$ cat config.mk
export PLATFORM = sky130hd
export DESIGN_NAME = priority_encoder_rr_flat
export DESIGN_NICKNAME = d
export VERILOG_FILES = /design/src/rtl/priority_encoder_rr_if.sv /design/src/rtl/priority_encoder_rr.sv /design/src/flat_wrapper.sv
export SDC_FILE = /design/constraint.sdc
export NUM_CORES = 1
export LEC_CHECK = 0
export ABC_AREA = 1
export CORE_AREA = 5 5 50 84
export CTS_CLUSTER_SIZE = 8
export DETAILED_ROUTE_END_ITERATION = 10
export DIE_AREA = 0 0 55 89
export MAX_ROUTING_LAYER = met4
export PLACE_DENSITY = 0.72
export SYNTH_ARGS = -nofsm -noshare
export SYNTH_HDL_FRONTEND = slang
export SYNTH_SLANG_ARGS = --single-unit
export TNS_END_PERCENT = 50
$ cat constraint.sdc
create_clock -name i_clk -period 2.7 [get_ports i_clk]
set_clock_uncertainty 0.05 [all_clocks]
set_input_delay 0.54 -clock i_clk [delete_from_list [all_inputs] [get_ports i_clk]]
set_output_delay 0.54 -clock i_clk [all_outputs]
set_load 0.03 [all_outputs]
$ cat src/rtl/priority_encoder_rr_if.sv
// ---------------------------------------------------------------------------
// priority_encoder_rr_if
// Purpose : Bundles the request, control and grant signals of
//           priority_encoder_rr. The clock and reset are not part of the
//           bundle; they stay plain module ports.
// Signals :
//   i_enable    - gates request capture and new selections
//   i_mode      - 0 = fixed priority (highest index wins), 1 = round-robin
//   i_in        - N request lines, sampled every clock edge
//   i_out_ready - consumer accepts o_out_idx this cycle
//   o_out_valid - o_out_idx holds a granted request
//   o_out_idx   - granted request index
//   o_pending   - latched, not-yet-granted requests
// Modports:
//   slave  - the encoder (consumes requests/control, drives the grant)
//   master - the environment (drives requests/control, observes the grant)
// ---------------------------------------------------------------------------
interface priority_encoder_rr_if #(
  parameter int N     = 8,
  parameter int IDX_W = 3
);
  logic             i_enable;
  logic             i_mode;
  logic [N-1:0]     i_in;
  logic             i_out_ready;
  logic             o_out_valid;
  logic [IDX_W-1:0] o_out_idx;
  logic [N-1:0]     o_pending;

  modport slave (
    input  i_enable,
    input  i_mode,
    input  i_in,
    input  i_out_ready,
    output o_out_valid,
    output o_out_idx,
    output o_pending
  );

  modport master (
    output i_enable,
    output i_mode,
    output i_in,
    output i_out_ready,
    input  o_out_valid,
    input  o_out_idx,
    input  o_pending
  );
endinterface

$ cat src/rtl/priority_encoder_rr.sv
// ---------------------------------------------------------------------------
// priority_encoder_rr
// Purpose : Registered, parametrised priority encoder. Request lines are
//           captured into sticky pending bits; one granted index at a time
//           is presented on a valid/ready output, chosen either by fixed
//           priority (highest index) or by round-robin from a rotating
//           pointer.
// Ports   :
//   i_clk - rising-edge clock
//   i_rst - asynchronous, active-high reset
//   bus   - priority_encoder_rr_if.slave (enable, mode, requests,
//           out_ready in; out_valid, out_idx, pending out)
//
// State | meaning
// ------+--------------------------------------------------------------
// IDLE  | no grant held, out_valid=0; waits for enable and pending!=0
// HOLD  | grant held on out_idx, out_valid=1; stable until out_ready
// ---------------------------------------------------------------------------
module priority_encoder_rr #(
  parameter int N     = 8,
  parameter int IDX_W = 3
) (
  input  logic                  i_clk,
  input  logic                  i_rst,
  priority_encoder_rr_if.slave  bus
);

  typedef enum logic {
    IDLE = 1'b0,
    HOLD = 1'b1
  } state_t;

  localparam logic [IDX_W:0]   N_EXT = (IDX_W+1)'(N);
  localparam logic [IDX_W-1:0] LAST  = IDX_W'(N - 1);

  state_t           r_state;
  logic [N-1:0]     r_pending;
  logic             r_valid;
  logic [IDX_W-1:0] r_idx;
  logic [IDX_W-1:0] r_ptr;

  logic [IDX_W-1:0] w_fix_idx;
  logic [IDX_W-1:0] w_rr_idx;
  logic [IDX_W-1:0] w_sel;
  logic [IDX_W-1:0] w_ptr_next;
  logic             w_any;
  logic             w_fire;
  logic             w_load;
  logic [N-1:0]     w_load_mask;
  logic [N-1:0]     w_capture;

  // Fixed priority: later (higher) set bits overwrite earlier ones.
  always_comb begin
    w_fix_idx = '0;
    for (int i = 0; i < N; i++) begin
      if (r_pending[i]) w_fix_idx = IDX_W'(i);
    end
  end

  // Round-robin: walk offsets from farthest to nearest so the set bit
  // closest to r_ptr (ascending, wrapping at N) is the last writer.
  // The wrap is done against N, not 2^IDX_W, so out-of-range indices
  // are never formed for non-power-of-two N.
  always_comb begin : rr_search
    logic [IDX_W:0] j;
    w_rr_idx = '0;
    j        = '0;
    for (int off = N - 1; off >= 0; off--) begin
      j = {1'b0, r_ptr} + (IDX_W+1)'(off);
      if (j >= N_EXT) j = j - N_EXT;
      if (r_pending[j[IDX_W-1:0]]) w_rr_idx = j[IDX_W-1:0];
    end
  end

  assign w_sel      = bus.i_mode ? w_rr_idx : w_fix_idx;
  assign w_ptr_next = (w_sel == LAST) ? '0 : w_sel + 1'b1;
  assign w_any      = |r_pending;
  assign w_fire     = r_valid & bus.i_out_ready;

  // A new index may be loaded from IDLE, or in HOLD on the same edge the
  // current grant transfers (back-to-back, one grant per cycle).
  assign w_load      = bus.i_enable & w_any & (~r_valid | w_fire);
  assign w_load_mask = w_load ? (N'(1) << w_sel) : '0;
  assign w_capture   = bus.i_enable ? bus.i_in : '0;

  always_ff @(posedge i_clk or posedge i_rst) begin
    if (i_rst) begin
      r_state   <= IDLE;
      r_pending <= '0;
      r_valid   <= 1'b0;
      r_idx     <= '0;
      r_ptr     <= '0;
    end else begin
      // A request on the loaded bit in the same cycle is re-captured,
      // so a level held high regenerates every cycle.
      r_pending <= (r_pending & ~w_load_mask) | w_capture;

      if (w_load && bus.i_mode) r_ptr <= w_ptr_next;

      case (r_state)
        IDLE: begin
          if (w_load) begin
            r_idx   <= w_sel;
            r_valid <= 1'b1;
            r_state <= HOLD;
          end
        end
        HOLD: begin
          if (w_fire) begin
            if (w_load) begin
              r_idx <= w_sel;
            end else begin
              // out_idx deliberately keeps its last value in IDLE.
              r_valid <= 1'b0;
              r_state <= IDLE;
            end
          end
        end
        default: begin
          r_valid <= 1'b0;
          r_state <= IDLE;
        end
      endcase
    end
  end

  assign bus.o_out_valid = r_valid;
  assign bus.o_out_idx   = r_idx;
  assign bus.o_pending   = r_pending;

endmodule
$ cat src/flat_wrapper.sv
// flat-port wrapper written by rule: the top's interface ports become plain ports
module priority_encoder_rr_flat 
#(
  parameter int N     = 8,
  parameter int IDX_W = 3
)
  (i_clk, i_rst, bus_i_enable, bus_i_mode, bus_i_in, bus_i_out_ready, bus_o_out_valid, bus_o_out_idx, bus_o_pending);
  priority_encoder_rr_if #(.N(N), .IDX_W(IDX_W)) bus_i ();
  input  logic i_clk;
  input  logic i_rst;
  input wire logic [$bits(bus_i.i_enable)-1:0] bus_i_enable;
  input wire logic [$bits(bus_i.i_mode)-1:0] bus_i_mode;
  input wire logic [$bits(bus_i.i_in)-1:0] bus_i_in;
  input wire logic [$bits(bus_i.i_out_ready)-1:0] bus_i_out_ready;
  output wire logic [$bits(bus_i.o_out_valid)-1:0] bus_o_out_valid;
  output wire logic [$bits(bus_i.o_out_idx)-1:0] bus_o_out_idx;
  output wire logic [$bits(bus_i.o_pending)-1:0] bus_o_pending;
  assign bus_i.i_enable = bus_i_enable;
  assign bus_i.i_mode = bus_i_mode;
  assign bus_i.i_in = bus_i_in;
  assign bus_i.i_out_ready = bus_i_out_ready;
  assign bus_o_out_valid = bus_i.o_out_valid;
  assign bus_o_out_idx = bus_i.o_out_idx;
  assign bus_o_pending = bus_i.o_pending;
  priority_encoder_rr #(.N(N), .IDX_W(IDX_W)) u_core (.i_clk(i_clk), .i_rst(i_rst), .bus(bus_i));
endmodule
# Word level (Yosys, flattened, before mapping)
# Index checks and enable logic that the tools add are counted.
# Widths: inputs -> output; s select.
[classes]
n_shift = 1
bitwise = 9
n_eq_ne = 4
addsub = 16
n_mul = 0
n_reduce_logical = 3
div = 0
order_cmp = 16
n_mux = 53
[ops]
columns = ["op", "count"]
rows = [
  ["$mux 3", 24],
  ["$lt 3x4->1 const B", 8],
  ["$ge 4x4->1 const B", 7],
  ["$bmux 1 s3", 8],
  ["$sub 3x1->3 const B", 8],
  ["$add 3x3->4 const B", 4],
  ["$mux 8", 2],
  ["$mux 1", 14],
  ["$add 3x2->4 const B", 2],
  ["$and 8x8->8", 1],
  ["$not 8->8", 1],
  ["$or 8x8->8", 1],
  ["$reduce_or 8->1", 1],
  ["$shl 1x3->8 const A", 1],
  ["$pmux 3 s2", 1],
  ["$add 3x1->4 const B", 1],
  ["$ge 3x4->1 const B", 1],
  ["$mux 2", 2],
  ["$ne 2x2->1 const B", 2],
  ["$pmux 1 s2", 2],
  ["$add 3x1->3 const B", 1],
  ["$and 1x1->1", 3],
  ["$eq 3x3->1 const B", 1],
  ["$reduce_and 3->1", 1],
  ["4 further kinds", 5],
]
[word_totals]
elab_cells = 107
mem_bits_ro = 0
mem_bits_rw = 0
latch_bits = 0
in_bits = 13
n_memories = 0
out_inout_bits = 12
ff_bits = 16

# Logic depth before layout (Yosys ltp)
# Gate-level depths: netlist (run 1).
[depth]
word_depth = 19
mapped_depth = 26
mapped_depth_nobuf = 25

# Worst setup path before layout (run 1)
# Ideal clock, no wire load.
[synth_timing]
path_type = "reg-to-reg"
startpoint = "reg u_core.r_ptr[1]"
endpoint = "reg u_core.r_ptr[2]"
path_stages_with_launch = 23
synth_period_minus_slack_ps = 2711
arrival_ps = 2531
required_time_ps = 2521
path_slack_ps = -11
setup_time_ps = 129
n_path_buf = 2
path_cell_list = "dfrtp_1 buf_4 inv_2 ha_1 buf_4 inv_2 nand3_2 nand3_2 nand2_2 a21oi_1 nand3_1 nand2_1 nand2_1 nand2_1 nand2_1 nand2_1 nand2_1 nand2_1 inv_1 ha_1 ha_1 nand2_1 o21ai_0"
[synth_between]
elab_chain_len = 16
word_cells_on_any_way = 59
classes_between = "add/sub: 16; order compare: 8; eq/ne: 1; mux: 34"
[synth_lines]
columns = ["element", "line_no", "source"]
rows = [
  ["start, declared", "priority_encoder_rr.sv:40", "logic [IDX_W-1:0] r_ptr;"],
  ["start signal, assigned", "priority_encoder_rr.sv:98", "if (w_load && bus.i_mode) r_ptr <= w_ptr_next;"],
  ["$add 3x3->4", "priority_encoder_rr.sv:69", "j = {1'b0, r_ptr} + (IDX_W+1)'(off);"],
  ["$ge 4x4->1 or $sub 3x1->3 (tied branches)", "priority_encoder_rr.sv:70", "if (j >= N_EXT) j = j - N_EXT;"],
  ["$mux 3", "priority_encoder_rr.sv:70", ""],
  ["$bmux 1 s3", "priority_encoder_rr.sv:71", "if (r_pending[j[IDX_W-1:0]]) w_rr_idx = j[IDX_W-1:0];"],
  ["$mux 1 (not written as such)", "priority_encoder_rr.sv:71", ""],
  ["$mux 3 (7 in a row)", "priority_encoder_rr.sv:71", ""],
  ["$mux 3 (*)", "priority_encoder_rr.sv:71", ""],
  ["$mux 3 (*)", "priority_encoder_rr.sv:75", "assign w_sel = bus.i_mode ? w_rr_idx : w_fix_idx;"],
  ["named net u_core.w_sel[1]", "priority_encoder_rr.sv:44", "logic [IDX_W-1:0] w_sel;"],
  ["$add 3x1->3 or $eq 3x3->1 (tied branches)", "priority_encoder_rr.sv:76", "assign w_ptr_next = (w_sel == LAST) ? '0 : w_sel + 1'b1;"],
  ["$mux 3 (*)", "priority_encoder_rr.sv:76", ""],
  ["named net u_core.w_ptr_next[2]", "priority_encoder_rr.sv:45", "logic [IDX_W-1:0] w_ptr_next;"],
]
# Mark *: on every way through the listed nets, which the timed path passes. The rest lies on a longest branch. The select of a mux whose other input is x is not followed.
# A chain may end at the register's enable or synchronous reset.

# Worst setup path after layout (run 1)
[layout_timing]
startpoint = "reg u_core.r_ptr[1]"
endpoint = "reg u_core.r_pending[3], in the netlist u_core.bus.o_pending[3]"
[layout_between]
elab_chain_len = 19
word_cells_on_any_way = 61
classes_between = "add/sub: 15; order compare: 8; shift: 1; mux: 34; bitwise: 3"
[layout_lines]
columns = ["element", "line_no", "source"]
rows = [
  ["$add 3x3->4", "priority_encoder_rr.sv:69", ""],
  ["$ge 4x4->1 or $sub 3x1->3 (tied branches)", "priority_encoder_rr.sv:70", ""],
  ["$mux 3", "priority_encoder_rr.sv:70", ""],
  ["$bmux 1 s3", "priority_encoder_rr.sv:71", ""],
  ["$mux 1 (not written as such)", "priority_encoder_rr.sv:71", ""],
  ["$mux 3 (7 in a row)", "priority_encoder_rr.sv:71", ""],
  ["$mux 3 (*)", "priority_encoder_rr.sv:71", ""],
  ["$mux 3 (*)", "priority_encoder_rr.sv:75", ""],
  ["named net u_core.w_sel[1]", "priority_encoder_rr.sv:44", ""],
  ["$shl 1x3->8 (*)", "priority_encoder_rr.sv:83", "assign w_load_mask = w_load ? (N'(1) << w_sel) : '0;"],
  ["$mux 8 (*)", "priority_encoder_rr.sv:83", ""],
  ["$not 8->8 (*)", "priority_encoder_rr.sv:96", "r_pending <= (r_pending & ~w_load_mask) | w_capture;"],
  ["$and 8x8->8 (*)", "priority_encoder_rr.sv:96", ""],
  ["$or 8x8->8 (*)", "priority_encoder_rr.sv:96", ""],
  ["end signal, assigned", "priority_encoder_rr.sv:96", ""],
  ["end, declared", "priority_encoder_rr.sv:37", "logic [N-1:0] r_pending;"],
]
# Marked as above.

==> results of run 1 <==
registers in the layout, summed over array words and instances (netlist names):
| name | flops |
|---|---|
| u_core.r_state | 1 |
| u_core.bus.o_out_valid | 1 |
| u_core.r_ptr | 3 |
| u_core.bus.o_pending | 8 |
| u_core.bus.o_out_idx | 3 |
area by class of cell:
cell class | instances | area, um2
repair buffers | 37 | 353
flip-flops and latches | 16 | 402
fillers | 332 | 1300
well taps | 45 | 56.3
inverters | 29 | 121
multi-input cells | 192 | 1110
clock buffers | 4 | 55.1
metrics by stage:
step                      worst slack (ns)  hold slack, ns  area, um2  util, %
after CTS                          0.00332           0.440       1950     57.3
final                                0.164           0.435       2100     61.7
after detailed placement           -0.0298           0.422       1880     55.4
after floorplan                     0.0255           0.404       1560        -
after global routing               -0.0728           0.472       2100     61.7
after global placement              0.0440           0.415       1880     55.4
what timing repair did:
action,CTS,global route
endpoints found under the setup margin,1,10
gates cloned,0,0
gates resized for setup,1,31
buffers inserted,0,3
pin swaps,0,14
synth_stat cells:
cell type  instances  area share, %
nand2_1           97             23
nand3_1           30            9.6
inv_1             21            5.0
dfrtp_1           16             26
nor2_1            13            3.1
nand3_2           10            6.4
a21oi_1            9            2.9
ha_1               7            5.6
inv_2              7            1.7
nand2_2            7            2.8
o21ai_0            5            1.6
buf_4              2           0.96
buf_6              2            1.4
nand2_4            2            1.4
a22o_1             1           0.56
and2_4             1           0.56
clkbuf_8           1           0.88
inv_4              1           0.40
nand3b_1           1           0.48
nor2_2             1           0.40
o21ai_1            1           0.32
o21ai_2            1           0.56
o21bai_1           1           0.48
o41a_1             1           0.72
or2_1              1           0.40
xnor2_1            1           0.56
xnor2_2            1            1.0
xor2_2             1            1.0
cells by family (layout without fill, tap and decap cells):
family          count (synthesis)  count (layout)  synth area share (%)
simple gates                  163             163                  48.6
buf+inv                        34              70                  10.4
compound gates                 19              19                  7.13
flops                          16              16                  25.6
fa+ha+maj                       7               7                  5.61
xor+xnor                        3               3                  2.64
worst reg2reg max path, cell delays in order (launching register included):
cell and delay [ns]:
dfrtp_1 0.40, inv_4 0.06, ha_4 0.30, nand3_1 0.13, and2_4 0.19, nand2_1 0.06, nand2_2 0.08, a21oi_1 0.12
nand2_1 0.06, nand2_1 0.05, nand2_1 0.04, nand2_1 0.05, nand2_1 0.04, nand2_1 0.08, nand2_2 0.10, inv_4 0.10
ha_4 0.14, nand2_1 0.08, nand3b_1 0.17, nand2_1 0.07, nand2_1 0.05
metal layers:
| layer | share of wire [%] | vias up | global-route usage (%) | wire length (um) |
|---|---|---|---|---|
| met3 | 2.5 | 15 | 1.00 | 110 |
| met1 | 37 | 750 | 19.2 | 1620 |
| met5 | 0 | - | - | 0 |
| met2 | 57 | 44 | 37.7 | 2490 |
| li1 | - | 838 | - | - |
| met4 | 4.3 | 0 | 10.4 | 191 |
final timing paths:
| path | from | end | slack, ns | cells after the start |
|---|---|---|---|---|
| worst max register to register | u_core.r_ptr[1]$_DFFE_PP0P_ | u_core.bus.o_pending[3]$_DFF_PP0_ | 0.16 | 20 |
| worst min-delay path | u_core.bus.o_out_idx[0]$_DFFE_PP0P_ | u_core.bus.o_out_idx[0]$_DFFE_PP0P_ | 0.43 | 2 |
| worst min register to register | u_core.bus.o_out_idx[0]$_DFFE_PP0P_ | u_core.bus.o_out_idx[0]$_DFFE_PP0P_ | 0.43 | 2 |
| worst max-delay path | u_core.r_ptr[1]$_DFFE_PP0P_ | u_core.bus.o_pending[3]$_DFF_PP0_ | 0.16 | 20 |
| max in group asynchronous | i_rst | u_core.r_ptr[2]$_DFFE_PP0P_ | 1.53 | 2 |
| min in group asynchronous | i_rst | u_core.bus.o_pending[0]$_DFF_PP0_ | 0.62 | 2 |
==> impl_metrics.env, run 1 <==
export IMPL_status="finished clean"
export IMPL_path_common_cell="nand2_1"
export IMPL_drc=0
export IMPL_synth_seq_cells=16
export IMPL_grt_pass1_wl_um=7030
export IMPL_overflow=0
export IMPL_yosysWarnings=0
export IMPL_crit_family="simple AND/OR/NAND/NOR gates"
export IMPL_start_util_pct=45.9
export IMPL_rows=28
export IMPL_drtPass1Iterations=7
export IMPL_path_max_fanout=5
export IMPL_crit_path_cell_trace="inv_4, ha_4, nand3_1, and2_4, nand2_1, nand2_2, a21oi_1, nand2_1, nand2_1, nand2_1, nand2_1, nand2_1, nand2_1, nand2_2, inv_4, ha_4, nand2_1, nand3b_1, nand2_1, nand2_1"
export IMPL_setup_tns_ns=0
export IMPL_grt_antenna_before_repair=0
export IMPL_diodes=0
export IMPL_cts_tree="done"
export IMPL_hold_violations=0
export IMPL_htreeDepth=1
export IMPL_ctsRootBufferMaster="clkbuf_8"
export IMPL_route_antenna_remaining_nets=0
export IMPL_die_x_um=55
export IMPL_grt_max_degree=17
export IMPL_drive_gt1_share_pct=24.1
export IMPL_cts_made_buffers=3
export IMPL_cp_arrival_ns=2.62
export IMPL_drv_slew=0
export IMPL_end_kind="flip-flop"
export IMPL_instances_no_fill=323
export IMPL_layout_min_cycle_time_ns=2.54
export IMPL_place_gp_congestion=0.905
export IMPL_cts_buffer_depth=2
export IMPL_grt_setup_unrepaired="true"
export IMPL_hold_buffers=0
export IMPL_area_growth_pct=34.2
export IMPL_slowest_stage="dfrtp_1"
export IMPL_portBuffers=24
export IMPL_crit_type="reg -> reg"
export IMPL_drt_initial_drc_count=49
export IMPL_syn_instance_count=242
export IMPL_fp_dieArea_um2=4900
export IMPL_clk_pin_slew_worst_paths_ns=0.06
export IMPL_fmax_ghz=0.394
export IMPL_clk_insertion_delay_late_ns=0.25
export IMPL_syn_area_um2=1560
export IMPL_hpwl_um=3420
export IMPL_setup_viol=0
export IMPL_avgViaCountPerCell=5.10
export IMPL_clock_sinks=16
export IMPL_hold_path_class="reg -> reg"
export IMPL_synth_nets=262
export IMPL_final_common_cell="nand2_1"
export IMPL_cp_num_buf_inv=2
export IMPL_fp_dieH_um=89
export IMPL_yosysSeqAreaShare_pct=25.6
export IMPL_vias=1647
export IMPL_critical_path_max_stage_delay_ns=0.40
export IMPL_totalWireLength_um=4410
export IMPL_max_cap_viol_count=0
export IMPL_wl_per_cell_um=13.6
export IMPL_core_um2=3400
export IMPL_grt_pass1_vias=1680
export IMPL_num_nets_final=299
export IMPL_maxSlewHeadroom_pct=57.5
export IMPL_final_cell_mix="96 x nand2_1, 28 x nand3_1, 24 x clkdlybuf4s50_1, 19 x inv_1, 15 x dfrtp_1"
export IMPL_io_pins=25
export IMPL_fin_crit_sh_pct=93.9
export IMPL_worst_setup_path_start_kind="flip-flop"
export IMPL_critPathRequiredTime_ns=2.79
export IMPL_tightestPinTransition_ns=0.637
export IMPL_syn_area_per_cell_um2=6.45
export IMPL_synth_cell_types=28
export IMPL_grtUsageTotal_pct=20.0
export IMPL_place_inst=316
Power of run 1 is left out: the tool's default activity adds up to more than one toggle a clock period on the data nets, which glitch-free logic cannot reach.
==> run 2: changes to the inputs <==
PLACE_DENSITY = 0.81   (was 0.72)
RECOVER_POWER = 100   (was unset)
==> run 2 against run 1 <==
Via count is 0.55% higher. Non-clock buffer count is 1 lower. Critical path depth stayed put. Sequential share of layout area is 0.50 points higher.
==> impl_metrics.env, run 2 (synthesis gave the netlist of run 1 again) <==
export IMPL_largest_register_ffs=8
export IMPL_instances_no_fill=322
export IMPL_fp_dieH_um=89
export IMPL_layout_min_cycle_time_ns=2.60
export IMPL_grt_max_degree=17
export IMPL_crit_path_cell_trace="buf_6, ha_4, xor2_2, nand3_2, nand2_4, a21oi_1, o21ai_1, nand2_1, nand2_1, nand2_1, nand2_1, nand3_2, nand2_2, buf_4, ha_1, inv_1, nor2_1, nand3_1, nand2_1, nand2_1"
export IMPL_io_pins=25
export IMPL_vias=1656
export IMPL_rows=28
export IMPL_num_nets_final=298
export IMPL_path_max_fanout=7
export IMPL_start_util_pct=45.9
export IMPL_status="finished clean"
export IMPL_final_common_cell="nand2_1"
export IMPL_area_growth_pct=30.8
export IMPL_grt_pass1_wl_um=7250
export IMPL_slowest_stage="dfrtp_1"
export IMPL_avgViaCountPerCell=5.14
export IMPL_grt_setup_unrepaired="true"
export IMPL_final_fill_count=310
export IMPL_grt_pass1_vias=1694
export IMPL_wl_per_cell_um=13.0
export IMPL_setup_viol=0
export IMPL_grt_antenna_before_repair=0
export IMPL_grtUsageTotal_pct=20.3
export IMPL_drv_slew=0
export IMPL_fin_crit_sh_pct=96.2
export IMPL_clk_insertion_delay_late_ns=0.25
export IMPL_die_x_um=55
export IMPL_worst_setup_path_start_kind="flip-flop"
export IMPL_portBuffers=24
export IMPL_diodes=0
export IMPL_tightestPinTransition_ns=0.626
export IMPL_overflow=0
export IMPL_hold_path_class="reg -> reg"
export IMPL_drc=0
export IMPL_place_gp_congestion=0.922
export IMPL_drtPass1Iterations=4
export IMPL_max_cap_viol_count=0
export IMPL_place_inst=316
export IMPL_hold_violations=0
export IMPL_core_um2=3400
export IMPL_crit_type="reg -> reg"
export IMPL_maxSlewHeadroom_pct=58.2
export IMPL_cts_made_buffers=3
export IMPL_setup_tns_ns=0
export IMPL_critPathRequiredTime_ns=2.80
export IMPL_drive_gt1_share_pct=22.0
export IMPL_critical_path_max_stage_delay_ns=0.41
export IMPL_route_antenna_remaining_nets=0
export IMPL_cp_arrival_ns=2.69
export IMPL_crit_family="simple AND/OR/NAND/NOR gates"
export IMPL_end_kind="flip-flop"
export IMPL_totalWireLength_um=4170
export IMPL_register_area_um2=402
export IMPL_clock_sinks=16
export IMPL_fmax_ghz=0.385
export IMPL_path_common_cell="nand2_1"
export IMPL_cts_buffer_depth=2
export IMPL_hpwl_um=3230
export IMPL_final_cell_mix="95 x nand2_1, 28 x nand3_1, 22 x clkdlybuf4s50_1, 19 x inv_1, 15 x dfrtp_1"
export IMPL_ctsRootBufferMaster="clkbuf_8"
export IMPL_cp_num_buf_inv=3
export IMPL_fp_dieArea_um2=4900
export IMPL_htreeDepth=1
export IMPL_clk_pin_slew_worst_paths_ns=0.07
export IMPL_drt_initial_drc_count=39
export IMPL_multiInputGateArea_um2=1070
export IMPL_cts_tree="done"
==> run 2: per-layer routing <==
metal	part of all wire (%)	global-route usage, %	vias to the layer above
met2	58	37.1	46
met1	35	20.4	761
li1	-	-	833
met3	2.6	1.67	16
met5	0	-	-
met4	4.6	10.4	0
==> run 2: area by class of cell <==
type                    instances  area share (%)
clock buffers                   4            2.70
inverters                      29            5.70
multi-input cells             192            52.6
flip-flops and latches         16            19.7
well taps                      45            2.76
repair buffers                 36            16.5
==> run 2: path summary, 6_finish.rpt <==
kind / from / endpoint / slack [ns] / cells after the start
worst max-delay path: u_core.r_ptr[1]$_DFFE_PP0P_ / u_core.bus.o_pending[2]$_DFF_PP0_ / 0.10 / 20
worst min-delay path: u_core.bus.o_out_idx[1]$_DFFE_PP0P_ / u_core.bus.o_out_idx[1]$_DFFE_PP0P_ / 0.43 / 2
min in group asynchronous: i_rst / u_core.bus.o_pending[7]$_DFF_PP0_ / 0.76 / 2
worst max register to register: u_core.r_ptr[1]$_DFFE_PP0P_ / u_core.bus.o_pending[2]$_DFF_PP0_ / 0.10 / 20
worst min register to register: u_core.bus.o_out_idx[1]$_DFFE_PP0P_ / u_core.bus.o_out_idx[1]$_DFFE_PP0P_ / 0.43 / 2
max in group asynchronous: i_rst / u_core.r_ptr[2]$_DFFE_PP0P_ / 1.40 / 2
==> run 2: worst register-to-register path: cells and delay by family (launching register included) <==
family                     cells  cell delay (ns)
and+or+nand+nor               12             1.02
DFF                            1             0.41
buffers and inverters          3             0.34
adders and majority gates      2             0.32
xor gates and xnor gates       1             0.17
AOI/OAI and AO/OA              2             0.17
==> run 2: through the flow <==
stage          utilization, %  instance area, um2  setup WS (ns)  hold slack [ns]
2_1_floorplan               -                1560         0.0255            0.404
3_5_place_dp             55.4                1880        -0.0176            0.423
4_1_cts                  57.7                1960         0.0257            0.441
5_1_grt                  60.1                2040        -0.0881            0.463
6_report                 60.1                2040          0.103            0.430
3_3_place_gp             55.4                1880         0.0358            0.413
==> run 2: repair_timing <==
item | in CTS | in global routing
buffers inserted | 0 | 2
resized for setup | 4 | 18
hold buffers | 0 | 0
endpoints found under the setup margin | 5 | 10
pin swaps | 0 | 8
Power of run 2 is left out for the same reason.
==> run 3: changes to the inputs <==
GPL_TIMING_DRIVEN = 0   (was unset)
==> run 3 against run 2 <==
Via count is 4.2% higher. Final cell count is 1.2% higher. Sequential share of layout area is 1.9 points lower. Die area stayed put. Sequential cell count stayed put. Highest routed layer unchanged. Count of clock-buffer cells in the layout stayed put. Wire length is 10% higher.
==> impl_metrics.env, run 3 (synthesis gave the netlist of run 1 again) <==
export IMPL_status="finished clean"
export IMPL_ctsRootBufferMaster="clkbuf_8"
export IMPL_vias=1725
export IMPL_tightestPinTransition_ns=0.645
export IMPL_max_cap_viol_count=0
export IMPL_final_common_cell="nand2_1"
export IMPL_cts_buffer_depth=2
export IMPL_drive_gt1_share_pct=31.0
export IMPL_setup_viol=0
export IMPL_setup_tns_ns=0
export IMPL_crit_type="reg -> reg"
export IMPL_diodes=0
export IMPL_critPathRequiredTime_ns=2.80
export IMPL_drv_slew=0
export IMPL_maxSlewHeadroom_pct=56.9
export IMPL_drt_initial_drc_count=77
export IMPL_hpwl_um=3380
export IMPL_grt_max_degree=17
export IMPL_grt_setup_unrepaired="true"
export IMPL_multiInputGateArea_um2=1230
export IMPL_layout_min_cycle_time_ns=2.58
export IMPL_num_nets_final=302
export IMPL_cp_startpoint="u_core.r_ptr[1]$_DFFE_PP0P_"
export IMPL_portBuffers=23
export IMPL_cp_arrival_ns=2.68
export IMPL_end_kind="flip-flop"
export IMPL_grt_antenna_before_repair=0
export IMPL_htreeDepth=1
export IMPL_start_util_pct=45.9
export IMPL_hold_buffers=0
export IMPL_largest_register_ffs=8
export IMPL_grt_pass1_wl_um=7360
export IMPL_path_max_fanout=6
export IMPL_route_antenna_remaining_nets=0
export IMPL_area_growth_pct=44.0
export IMPL_clock_sinks=16
export IMPL_worst_setup_path_start_kind="flip-flop"
export IMPL_register_area_um2=400
export IMPL_wl_per_cell_um=14.1
export IMPL_hold_violations=0
export IMPL_cts_tree="done"
export IMPL_rows=28
export IMPL_final_fill_count=274
export IMPL_drc=0
export IMPL_final_cell_mix="90 x nand2_1, 20 x nand3_1, 19 x clkdlybuf4s50_1, 17 x nand3_2, 17 x inv_1"
export IMPL_totalWireLength_um=4610
export IMPL_cts_made_buffers=3
export IMPL_fin_crit_sh_pct=95.7
export IMPL_core_um2=3400
export IMPL_hold_path_class="reg -> reg"
export IMPL_clk_pin_slew_worst_paths_ns=0.07
export IMPL_grt_pass1_vias=1683
export IMPL_fp_dieH_um=89
export IMPL_avgViaCountPerCell=5.29
export IMPL_drtPass1Iterations=4
export IMPL_fmax_ghz=0.387
export IMPL_fp_dieArea_um2=4900
export IMPL_grtUsageTotal_pct=21.3
export IMPL_die_x_um=55
export IMPL_clk_insertion_delay_late_ns=0.25
export IMPL_io_pins=25
export IMPL_place_gp_congestion=0.911
export IMPL_r2r_start="u_core.r_ptr[1]$_DFFE_PP0P_"
export IMPL_overflow=0
export IMPL_min_delay_start="u_core.bus.o_out_idx[0]$_DFFE_PP0P_"
-- run 3: final cells by class --
cell class / count / area share [%]
Multi-Input combinational cell: 192 / 54.5
Sequential cell: 16 / 17.8
Timing Repair Buffer: 36 / 14.7
Inverter: 29 / 5.84
Tap cell: 45 / 2.50
Clock buffer: 4 / 2.45
Buffer: 4 / 2.11
-- run 3: layer usage --
metal	GRT usage (%)	part of all wire, %	up-vias	wire, um
li1	-	-	846	-
met1	20.5	34	795	1550
met2	38.7	57	58	2620
met3	2.17	3.3	26	151
met4	12.6	6.3	0	289
met5	-	0	-	0
-- run 3: worst paths after layout --
check                           slack, ns  cells past startpoint                                  end
min in group asynchronous            0.76                      2    u_core.bus.o_pending[0]$_DFF_PP0_
worst max register to register       0.12                     21    u_core.bus.o_pending[1]$_DFF_PP0_
max in group asynchronous            1.42                      2  u_core.bus.o_out_idx[2]$_DFFE_PP0P_
worst max-delay path                 0.12                     21    u_core.bus.o_pending[1]$_DFF_PP0_
worst min-delay path                 0.43                      2  u_core.bus.o_out_idx[0]$_DFFE_PP0P_
worst min register to register       0.43                      2  u_core.bus.o_out_idx[0]$_DFFE_PP0P_
-- run 3: what timing repair did --
action,4_1_cts,5_1_grt
resized for setup,19,40
setup buffers,8,5
pin swaps,2,15
setup endpoints to repair,10,10
-- run 3: critical path, stage by stage, from the launching register on --
cell	delay, ns
dfrtp_1	0.39
buf_6	0.14
inv_8	0.06
ha_4	0.24
inv_8	0.09
nand3_2	0.09
and2_4	0.16
nand2_4	0.06
nand2_4	0.06
a21oi_2	0.16
nand2_1	0.07
nand2_1	0.05
nand2_1	0.04
nand2_1	0.07
nand2_2	0.08
nand2_4	0.11
ha_2	0.19
inv_1	0.05
nor2_2	0.11
nand3_1	0.09
nand2_1	0.07
nand2_1	0.05
-- run 3: through the flow --
step	hold WS, ns	cell area (um2)	instances	worst slack [ns]	utilization [%]
floorplan	0.404	1560	242	0.0255	-
CTS	0.445	2030	322	0.00119	59.6
detailed placement	0.427	1850	310	-0.371	54.5
finish	0.431	2250	326	0.116	66.2
global placement	0.414	1850	310	-0.337	54.5
global route	0.457	2250	326	-0.0553	66.2
Power of run 3 is left out for the same reason.
